==> config.mk <==
export PLATFORM = sky130hd
export DESIGN_NAME = ps2_key_tracker
export DESIGN_NICKNAME = d
export VERILOG_FILES = /design/src/rtl/ps2_key_tracker_pkg.sv /design/src/rtl/ps2_key_tracker_rx.sv /design/src/rtl/ps2_key_tracker.sv
export SDC_FILE = /design/constraint.sdc
export NUM_CORES = 1
export LEC_CHECK = 0
export CAP_MARGIN = 20
export CORE_MARGIN = 2
export CORE_UTILIZATION = 50
export CTS_CLUSTER_DIAMETER = 120
export CTS_CLUSTER_SIZE = 14
export DETAILED_ROUTE_END_ITERATION = 8
export PLACE_DENSITY_LB_ADDON = 0.1
export SLEW_MARGIN = 20
export SYNTH_ARGS = -nofsm -noshare
export SYNTH_HDL_FRONTEND = slang
export SYNTH_SLANG_ARGS = --single-unit
==> constraint.sdc <==
create_clock -name clk -period 3.6 [get_ports clk]
set_clock_uncertainty 0.15 [all_clocks]
set_input_delay 0.72 -clock clk [delete_from_list [all_inputs] [get_ports clk]]
set_output_delay 0.72 -clock clk [all_outputs]
set_load 0.01 [all_outputs]
==> src/rtl/ps2_key_tracker_pkg.sv <==
// Shared constants for the PS/2 key tracker: special scan codes, tracker
// state encodings and the frame check.
package ps2_key_tracker_pkg;

   localparam logic [7:0] PS2_BREAK = 8'hF0;
   localparam logic [7:0] PS2_EXT   = 8'hE0;

   localparam logic [1:0] IDLE  = 2'd0;
   localparam logic [1:0] HELD  = 2'd1;
   localparam logic [1:0] BREAK = 2'd2;

   // frame[0]=start, frame[8:1]=data LSB-first, frame[9]=odd parity, frame[10]=stop
   function automatic logic frame_ok(input logic [10:0] frame);
      return (frame[0] == 1'b0) && (frame[10] == 1'b1) && ((^frame[9:1]) == 1'b1);
   endfunction

endpackage

==> src/rtl/ps2_key_tracker_rx.sv <==
// PS/2 receiver: synchronises the keyboard lines, assembles 11-bit frames
// and reports good bytes or rejected frames as single-cycle pulses.
module ps2_rx
   import ps2_key_tracker_pkg::*;
#(
   parameter int TIMEOUT_CYCLES = 50000,
   parameter int SYNC_STAGES    = 3
) (
   input  logic       clk,
   input  logic       rst,
   input  logic       ps2_clk,
   input  logic       ps2_data,
   output logic [7:0] code,
   output logic       code_valid,
   output logic       frame_err
);

   localparam int TW = $clog2(TIMEOUT_CYCLES + 1);
   localparam logic [TW-1:0] TO_LIMIT = TW'(TIMEOUT_CYCLES);

   logic [SYNC_STAGES-1:0] clk_sync_q;
   logic [SYNC_STAGES-1:0] data_sync_q;
   logic                   clk_prev_q;
   logic [3:0]             bit_cnt_q, bit_cnt_d;
   logic [9:0]             shift_q, shift_d;
   logic [TW-1:0]          to_cnt_q, to_cnt_d;
   logic [7:0]             code_q, code_d;
   logic                   valid_q, valid_d;
   logic                   err_q, err_d;
   logic                   fall_s;
   logic                   data_s;
   logic [10:0]            frame_s;

   assign fall_s  = clk_prev_q & ~clk_sync_q[SYNC_STAGES-1];
   assign data_s  = data_sync_q[SYNC_STAGES-1];
   assign frame_s = {data_s, shift_q};

   // Bit capture, mid-frame timeout and frame check on the stop bit
   always_comb begin
      bit_cnt_d = bit_cnt_q;
      shift_d   = shift_q;
      to_cnt_d  = to_cnt_q;
      code_d    = code_q;
      valid_d   = 1'b0;
      err_d     = 1'b0;
      if ((bit_cnt_q != 4'd0) && (to_cnt_q == TO_LIMIT)) begin
         bit_cnt_d = 4'd0;
         to_cnt_d  = '0;
      end else if (fall_s) begin
         to_cnt_d = '0;
         if (bit_cnt_q == 4'd10) begin
            bit_cnt_d = 4'd0;
            if (frame_ok(frame_s)) begin
               code_d  = frame_s[8:1];
               valid_d = 1'b1;
            end else begin
               err_d = 1'b1;
            end
         end else begin
            shift_d   = {data_s, shift_q[9:1]};
            bit_cnt_d = bit_cnt_q + 4'd1;
         end
      end else if (bit_cnt_q != 4'd0) begin
         to_cnt_d = to_cnt_q + 1'b1;
      end else begin
         to_cnt_d = '0;
      end
   end

   // Synchroniser chain, edge history and receiver state
   always_ff @(posedge clk) begin
      if (rst) begin
         clk_sync_q  <= '1;
         data_sync_q <= '1;
         clk_prev_q  <= 1'b1;
         bit_cnt_q   <= 4'd0;
         shift_q     <= 10'd0;
         to_cnt_q    <= '0;
         code_q      <= 8'd0;
         valid_q     <= 1'b0;
         err_q       <= 1'b0;
      end else begin
         clk_sync_q  <= {clk_sync_q[SYNC_STAGES-2:0], ps2_clk};
         data_sync_q <= {data_sync_q[SYNC_STAGES-2:0], ps2_data};
         clk_prev_q  <= clk_sync_q[SYNC_STAGES-1];
         bit_cnt_q   <= bit_cnt_d;
         shift_q     <= shift_d;
         to_cnt_q    <= to_cnt_d;
         code_q      <= code_d;
         valid_q     <= valid_d;
         err_q       <= err_d;
      end
   end

   assign code       = code_q;
   assign code_valid = valid_q;
   assign frame_err  = err_q;

endmodule

==> src/rtl/ps2_key_tracker.sv <==
// Keyboard tracker: follows make/break sequences from ps2_rx and presents
// the held scan code and press count as nibbles for the bcd7seg digits.
module ps2_key_tracker
   import ps2_key_tracker_pkg::*;
#(
   parameter int TIMEOUT_CYCLES = 50000,
   parameter int SYNC_STAGES    = 3
) (
   input  logic       clk,
   input  logic       rst,
   input  logic       ps2_clk,
   input  logic       ps2_data,
   output logic       code_valid,
   output logic [7:0] code,
   output logic       frame_err,
   output logic [3:0] code_lo,
   output logic [3:0] code_hi,
   output logic       code_en,
   output logic [3:0] cnt_lo,
   output logic [3:0] cnt_hi
);

   logic [7:0] rx_code_s;
   logic       rx_valid_s;
   logic [1:0] state_q, state_d;
   logic [7:0] held_q, held_d;
   logic [7:0] cnt_q, cnt_d;
   logic       origin_q, origin_d;
   logic       code_en_q;

   ps2_rx #(
      .TIMEOUT_CYCLES (TIMEOUT_CYCLES),
      .SYNC_STAGES    (SYNC_STAGES)
   ) u_rx (
      .clk        (clk),
      .rst        (rst),
      .ps2_clk    (ps2_clk),
      .ps2_data   (ps2_data),
      .code       (rx_code_s),
      .code_valid (rx_valid_s),
      .frame_err  (frame_err)
   );

   // origin_q remembers whether BREAK was entered with a key held
   always_comb begin
      state_d  = state_q;
      held_d   = held_q;
      cnt_d    = cnt_q;
      origin_d = origin_q;
      if (rx_valid_s && (rx_code_s != PS2_EXT)) begin
         case (state_q)
            IDLE: begin
               if (rx_code_s == PS2_BREAK) begin
                  state_d  = BREAK;
                  origin_d = 1'b0;
               end else begin
                  held_d  = rx_code_s;
                  cnt_d   = cnt_q + 8'd1;
                  state_d = HELD;
               end
            end
            HELD: begin
               if (rx_code_s == PS2_BREAK) begin
                  state_d  = BREAK;
                  origin_d = 1'b1;
               end else if (rx_code_s != held_q) begin
                  held_d = rx_code_s;
                  cnt_d  = cnt_q + 8'd1;
               end else begin
                  state_d = HELD;
               end
            end
            BREAK: begin
               if (rx_code_s == held_q) begin
                  state_d = IDLE;
               end else if (origin_q) begin
                  state_d = HELD;
               end else begin
                  state_d = IDLE;
               end
            end
            default: state_d = IDLE;
         endcase
      end else begin
         state_d = state_q;
      end
   end

   // Tracker state, held code, press count and display enable
   always_ff @(posedge clk) begin
      if (rst) begin
         state_q   <= IDLE;
         held_q    <= 8'd0;
         cnt_q     <= 8'd0;
         origin_q  <= 1'b0;
         code_en_q <= 1'b0;
      end else begin
         state_q   <= state_d;
         held_q    <= held_d;
         cnt_q     <= cnt_d;
         origin_q  <= origin_d;
         code_en_q <= (state_d != IDLE);
      end
   end

   assign code_valid = rx_valid_s;
   assign code       = rx_code_s;
   assign code_lo    = held_q[3:0];
   assign code_hi    = held_q[7:4];
   assign code_en    = code_en_q;
   assign cnt_lo     = cnt_q[3:0];
   assign cnt_hi     = cnt_q[7:4];

endmodule

# [Yosys cells after proc, flatten, opt, wreduce, memory -nomap -nowiden]
# Index checks and enable logic that the tools add are counted.
[op_classes] bitwise_logic=7 n_eq_ne=13 n_reduce_logical=16 mux=21 addsub=3
[ops] op="$mux W8" count=6
[ops] op="$pmux W8 S2" count=2
[ops] op="$add A16 B1 Y16 const B" count=1
[ops] op="$eq A16 B16 Y1 const B" count=1
[ops] op="$ne A2 B2 Y1 const B" count=5
[ops] op="$reduce_xor A9 Y1" count=1
[ops] op="$add A8 B1 Y8 const B" count=1
[ops] op="$eq A8 B8 Y1" count=1
[ops] op="$eq A8 B8 Y1 const B" count=1
[ops] op="$mux W2" count=4
[ops] op="$ne A8 B8 Y1" count=1
[ops] op="$ne A8 B8 Y1 const B" count=1
[ops] op="$reduce_and A4 Y1" count=2
[ops] op="$reduce_or A4 Y1" count=2
[ops] op="$mux W1" count=6
[ops] op="$not A1 Y1" count=6
[ops] op="$pmux W2 S3" count=1
[ops] op="$reduce_and A5 Y1" count=1
[ops] op="$add A4 B1 Y4 const B" count=1
[ops] op="$eq A4 B4 Y1 const B" count=1
[ops] op="$logic_and A1 B1 Y1" count=4
[ops] op="$mux W4" count=1
[ops] op="$reduce_bool A2 Y1" count=2
[ops] op="$reduce_bool A4 Y1" count=1
[ops] op="7 further kinds" count=7
[totals] out_inout_bits=27 word_cells=74 input_bits=4 reg_bits=67

# [Logic depth before layout (Yosys ltp)]
[logic_depth] word_depth=6 depth_mapped=9 ltp_nobuf=7

# [Cells and area by module]
# A second synthesis with hierarchy kept.
[unflattened] cells_unflattened=322 area_unflattened_um2=3083.0
[modules_own_cells] mod="ps2_rx" cells_per_inst=213 area_each_um2=2011.9 instances=1
[modules_own_cells] mod="ps2_key_tracker" cells_per_inst=109 area_each_um2=1071.0 instances=1

# [Worst setup path after synthesis]
# OpenSTA, ideal clock, no wires.
[synth_path] kind="flip-flop to flip-flop" from="reg u_rx.code_q[7] (netlist: u_rx.code[7])" to="reg cnt_q[3]" setup_ns=0.121 t_arrival_ns=1.754 period_less_slack_ns=2.025 required_ns=3.329 setup_slack_ns=1.575 path_buffers=0 stages_incl_launch_ff=6 cell_sequence="dfxtp_1 -> or3b_1 -> o41ai_2 -> a31oi_1 -> and4_1 -> mux2_2"
[synth_between] elab_chain_cells=3
[synth_lines] element="from (decl)" line_no="ps2_key_tracker_rx.sv:27" text="logic [7:0] code_q, code_d;"
[synth_lines] element="from (signal assigned)" line_no="ps2_key_tracker_rx.sv:89" text="code_q <= code_d;"
[synth_lines] element="$ne A8 B8 Y1, or another cell as far along" line_no="ps2_key_tracker.sv:66" text="end else if (rx_code_s != held_q) begin"
[synth_lines] element="$ne A2 B2 Y1 (no line) or $logic_and A1 B1 Y1 (tied branches)"
[synth_lines] element="$reduce_and A5 Y1 (no line) (*)"
[synth_lines] element="to (signal assigned)" line_no="ps2_key_tracker.sv:100" text="cnt_q <= cnt_d;"
[synth_lines] element="to (decl)" line_no="ps2_key_tracker.sv:27" text="logic [7:0] cnt_q, cnt_d;"
# Mark *: on every way between the ends. The rest lies on a longest branch, timed or not.
# A chain may end at the register's enable or synchronous reset.

# [Worst setup path after layout]
[layout_path] from="reg u_rx.code_q[2] (netlist: u_rx.code[2])" to="reg cnt_q[6]"
# The elaborated chain is that of the path after synthesis.

==> results.toml <==
[power_and_ir_drop]
p_int_mw = 1.018
leakagePower_nw = 1.222
pwr-share-seq_pct = 58.1
p_sw_mw = 0.2699
vdd_drop_max_mv = 0.2343
combPwrFrac_pct = 2.4
pwr_density_cell_nw_per_um2 = 362.4
power.total_mw = 1.287
p_sw_share_pct = 20.96
clkPwrFrac_pct = 39.5

[sta]
period_share_pct = 63.36
finalSetupTns_ns = 0
tightest_slew_ns = 0.8066
slew_headroom_pct = 45.73
rsz0062_at_grt = "false"
max_freq_mhz = 438.4
final.setup.worst_slack_ns = 1.319
slew_violations = 0
setup_viol = 0
hold_viol_final = 0
period_minus_slack_ns = 2.281

[global_route]
grt_use_total_pct = 18.43
grt.busiest_layer = "met1"
grt_first_pass_wirelength_mm = 9.363
grt_pass1_vias = 1965
antenna_found_initial = 0
gr-usage-met2_pct = 25.28
overflow = 0
use_met3_pct = 3.913
met1_usage_pct = 26.97
grt_max_degree = 34

[finish]
area_growth_syn_to_layout_pct = 16.35
antenna_cells = 0
nets = 354
final_core_util_pct = 60.00
fillers = 513
fin_area_um2 = 3552
drive_above_1_share_pct = 11.17
multi_input_area_um2 = 1613
register_area_um2 = 1341

[clock_tree]
clockBufferDepth = 2
cts_setup_buffers = 0
numCtsBuffers = 9
cts_resized = 0
clk_pin_slew_ns = 0.06
htreeDepth = 3
ctsHoldBuffers = 0
clockRootBuffer = "clkbuf_8"
insertion_delay_ns = 0.33
cts_tree = "built"
clock-sinks = 67

[critical_path]
arrival_ns = 2.35
reg2reg_from = "u_rx.code[2]"
max_stage_delay_ns = 0.69
path_cells = "xor2_1 > nor4_1 > a311oi_1 > and3_1 > mux2_2"
cpLargestDelayFamily = "simple AND/OR/NAND/NOR gates"
criticalPathCategory = "reg2reg"
critical_path_required_ns = 3.67
crit_path_start = "u_rx.code[2]"
r2r_cells = 5
rr_endpoint = "cnt_q[6]"
crit_path_start_kind = "flip-flop"
cp-end-kind = "flip-flop"
cpMaxStageDelayCell = "nor4_1"
timing.critical_path.buf_inv = 0
worstPathMaxFanout = 7
rrSetupSlack_ns = 1.32

[logic_synthesis]
synthAdderAreaFrac_pct = 1.230
ys.warnings.count = 0
yosys-top-cells-count = "dfxtp_1, nor2_1, mux2i_1"
yosysMostFrequentCell = "dfxtp_1"
yosysTopAreaCellShare_pct = 43.93
synth_area_um2 = 3053
ys_seq_area_share_pct = 43.93
synth_top_family_by_area = "simple AND/OR/NAND/NOR gates"
synthCells = 313
ys_async_sr_fraction_pct = 0
synth-compound-area-share_pct = 5.369
synth_nets = 320
synthXorXnorAreaFrac_pct = 9.631
synth_seq_cells = 67
synth_top_cells_by_area = "dfxtp_1, mux2i_1, nor2_1, xor2_1, xnor2_1"
synth.avg_cell_area_um2 = 9.754
yosys.area_share.simple_pct = 26.31
synthMuxAreaShare_pct = 10.29
ys.flop_type = "dfxtp_1"
synth_edf_count = 0
post-synth-top-area-cell = "dfxtp_1"
synth.distinct_cells = 49

[placed_design]
gp_congestion = 0.7853
pre_cts_ws_ns = 1.356
port_buffers = 30
dpl_cell_area_um2 = 3403
dpl.hpwl_mm = 3.856

[detailed_routing]
vias = 2169
wl_mm = 5.513
wl_per_cell_um = 13.00
viasPerCell = 5.116
drt-initial-drc-count = 116
drt_pass1_iterations = 4
drc_errors = 0
route.antenna.remaining_nets = 0

[outcome]
outcome = "finished, final reports clean"

[die]
die_h_um = 82.14
fp.coreArea_um2 = 5921
ioPinCount = 31
die_x_um = 82.14
initial_core_util_pct = 51.56
die_area_um2 = 6747
num_rows = 28

[hold_path]
holdPathEnd = "u_rx.data_sync_q[1]"
hold_path_class = "reg2reg"
hold_depth = 1
hp-start = "u_rx.data_sync_q[0]"

[run]
cap_viol_max_count = 0
## routing by layer
metal / vias to the layer above / routed length (µm)
met5: - / 0
li1: 1135 / -
met1: 995 / 2889
met3: 7 / 191
met4: 0 / 109
met2: 32 / 2322
## state kept, by name, indices dropped and copies added (netlist names)
register          flops
u_rx.data_sync_q      3
u_rx.frame_err        1
held_q                8
state_q               2
u_rx.bit_cnt_q        4
u_rx.clk_prev_q       1
u_rx.code_valid       1
origin_q              1
u_rx.code             8
code_en               1
cnt_q                 8
u_rx.clk_sync_q       3
u_rx.to_cnt_q        16
u_rx.shift_q         10
## power groups by stage
| stage | sequential [mW] | combinational, mW | clock (mW) |
|---|---|---|---|
| finish | 0.748 | 0.0314 | 0.508 |
| global route | 0.748 | 0.0350 | 0.560 |
| CTS | 0.748 | 0.0319 | 0.531 |
| global placement | 0.764 | 0.0316 | 0 |
| detailed placement | 0.764 | 0.0316 | 0 |
| floorplan | 0.763 | 0.0269 | 0 |
## area by class of cell
type | count | area share, %
multi-input cells | 227 | 45.40
flip-flops and latches | 67 | 37.76
repair buffers | 34 | 9.158
clock buffers | 13 | 4.192
well taps | 75 | 2.642
inverters | 8 | 0.8454
## per-stage QoR
step | std cells | hold slack (ns)
2_1_floorplan | 313 | 0.2395
3_3_place_gp | 411 | 0.2420
3_5_place_dp | 411 | 0.2463
4_1_cts | 424 | 0.2614
5_1_grt | 424 | 0.2661
6_report | 424 | 0.2597
## worst max-delay path by stage
stage,end,slack (ns),depth (start not counted)
after floorplan,cnt_q[3],1.58,5
after global placement,u_rx.to_cnt_q[15],1.43,5
after detailed placement,cnt_q[6],1.36,5
after CTS,code[2],1.30,1
after global routing,held_q[7],1.11,6
final,cnt_q[6],1.32,5
## kinds of logic (layout without fill, tap and decap cells)
logic type | count (synthesis) | count (layout)
compound gates | 24 | 24
simple gates | 137 | 137
buf+inv | 19 | 55
mux | 31 | 31
flops | 67 | 67
xor+xnor | 32 | 32
fa+ha+maj | 3 | 3
## placed cells by master, fill, tap and decap left out, drive strengths merged, types with 4 or more instances in the layout
master / n
dfxtp: 67
nor2: 53
clkdlybuf4s50: 29
mux2i: 28
nand2b: 19
xor2: 16
xnor2: 15
clkbuf: 13
nand2: 11
inv: 8
nand3: 8
a21oi: 8
nor2b: 7
or2: 7
nor4: 6
nand4: 5
buf: 5
o21ai: 4
(Power assumes the default switching activity.)
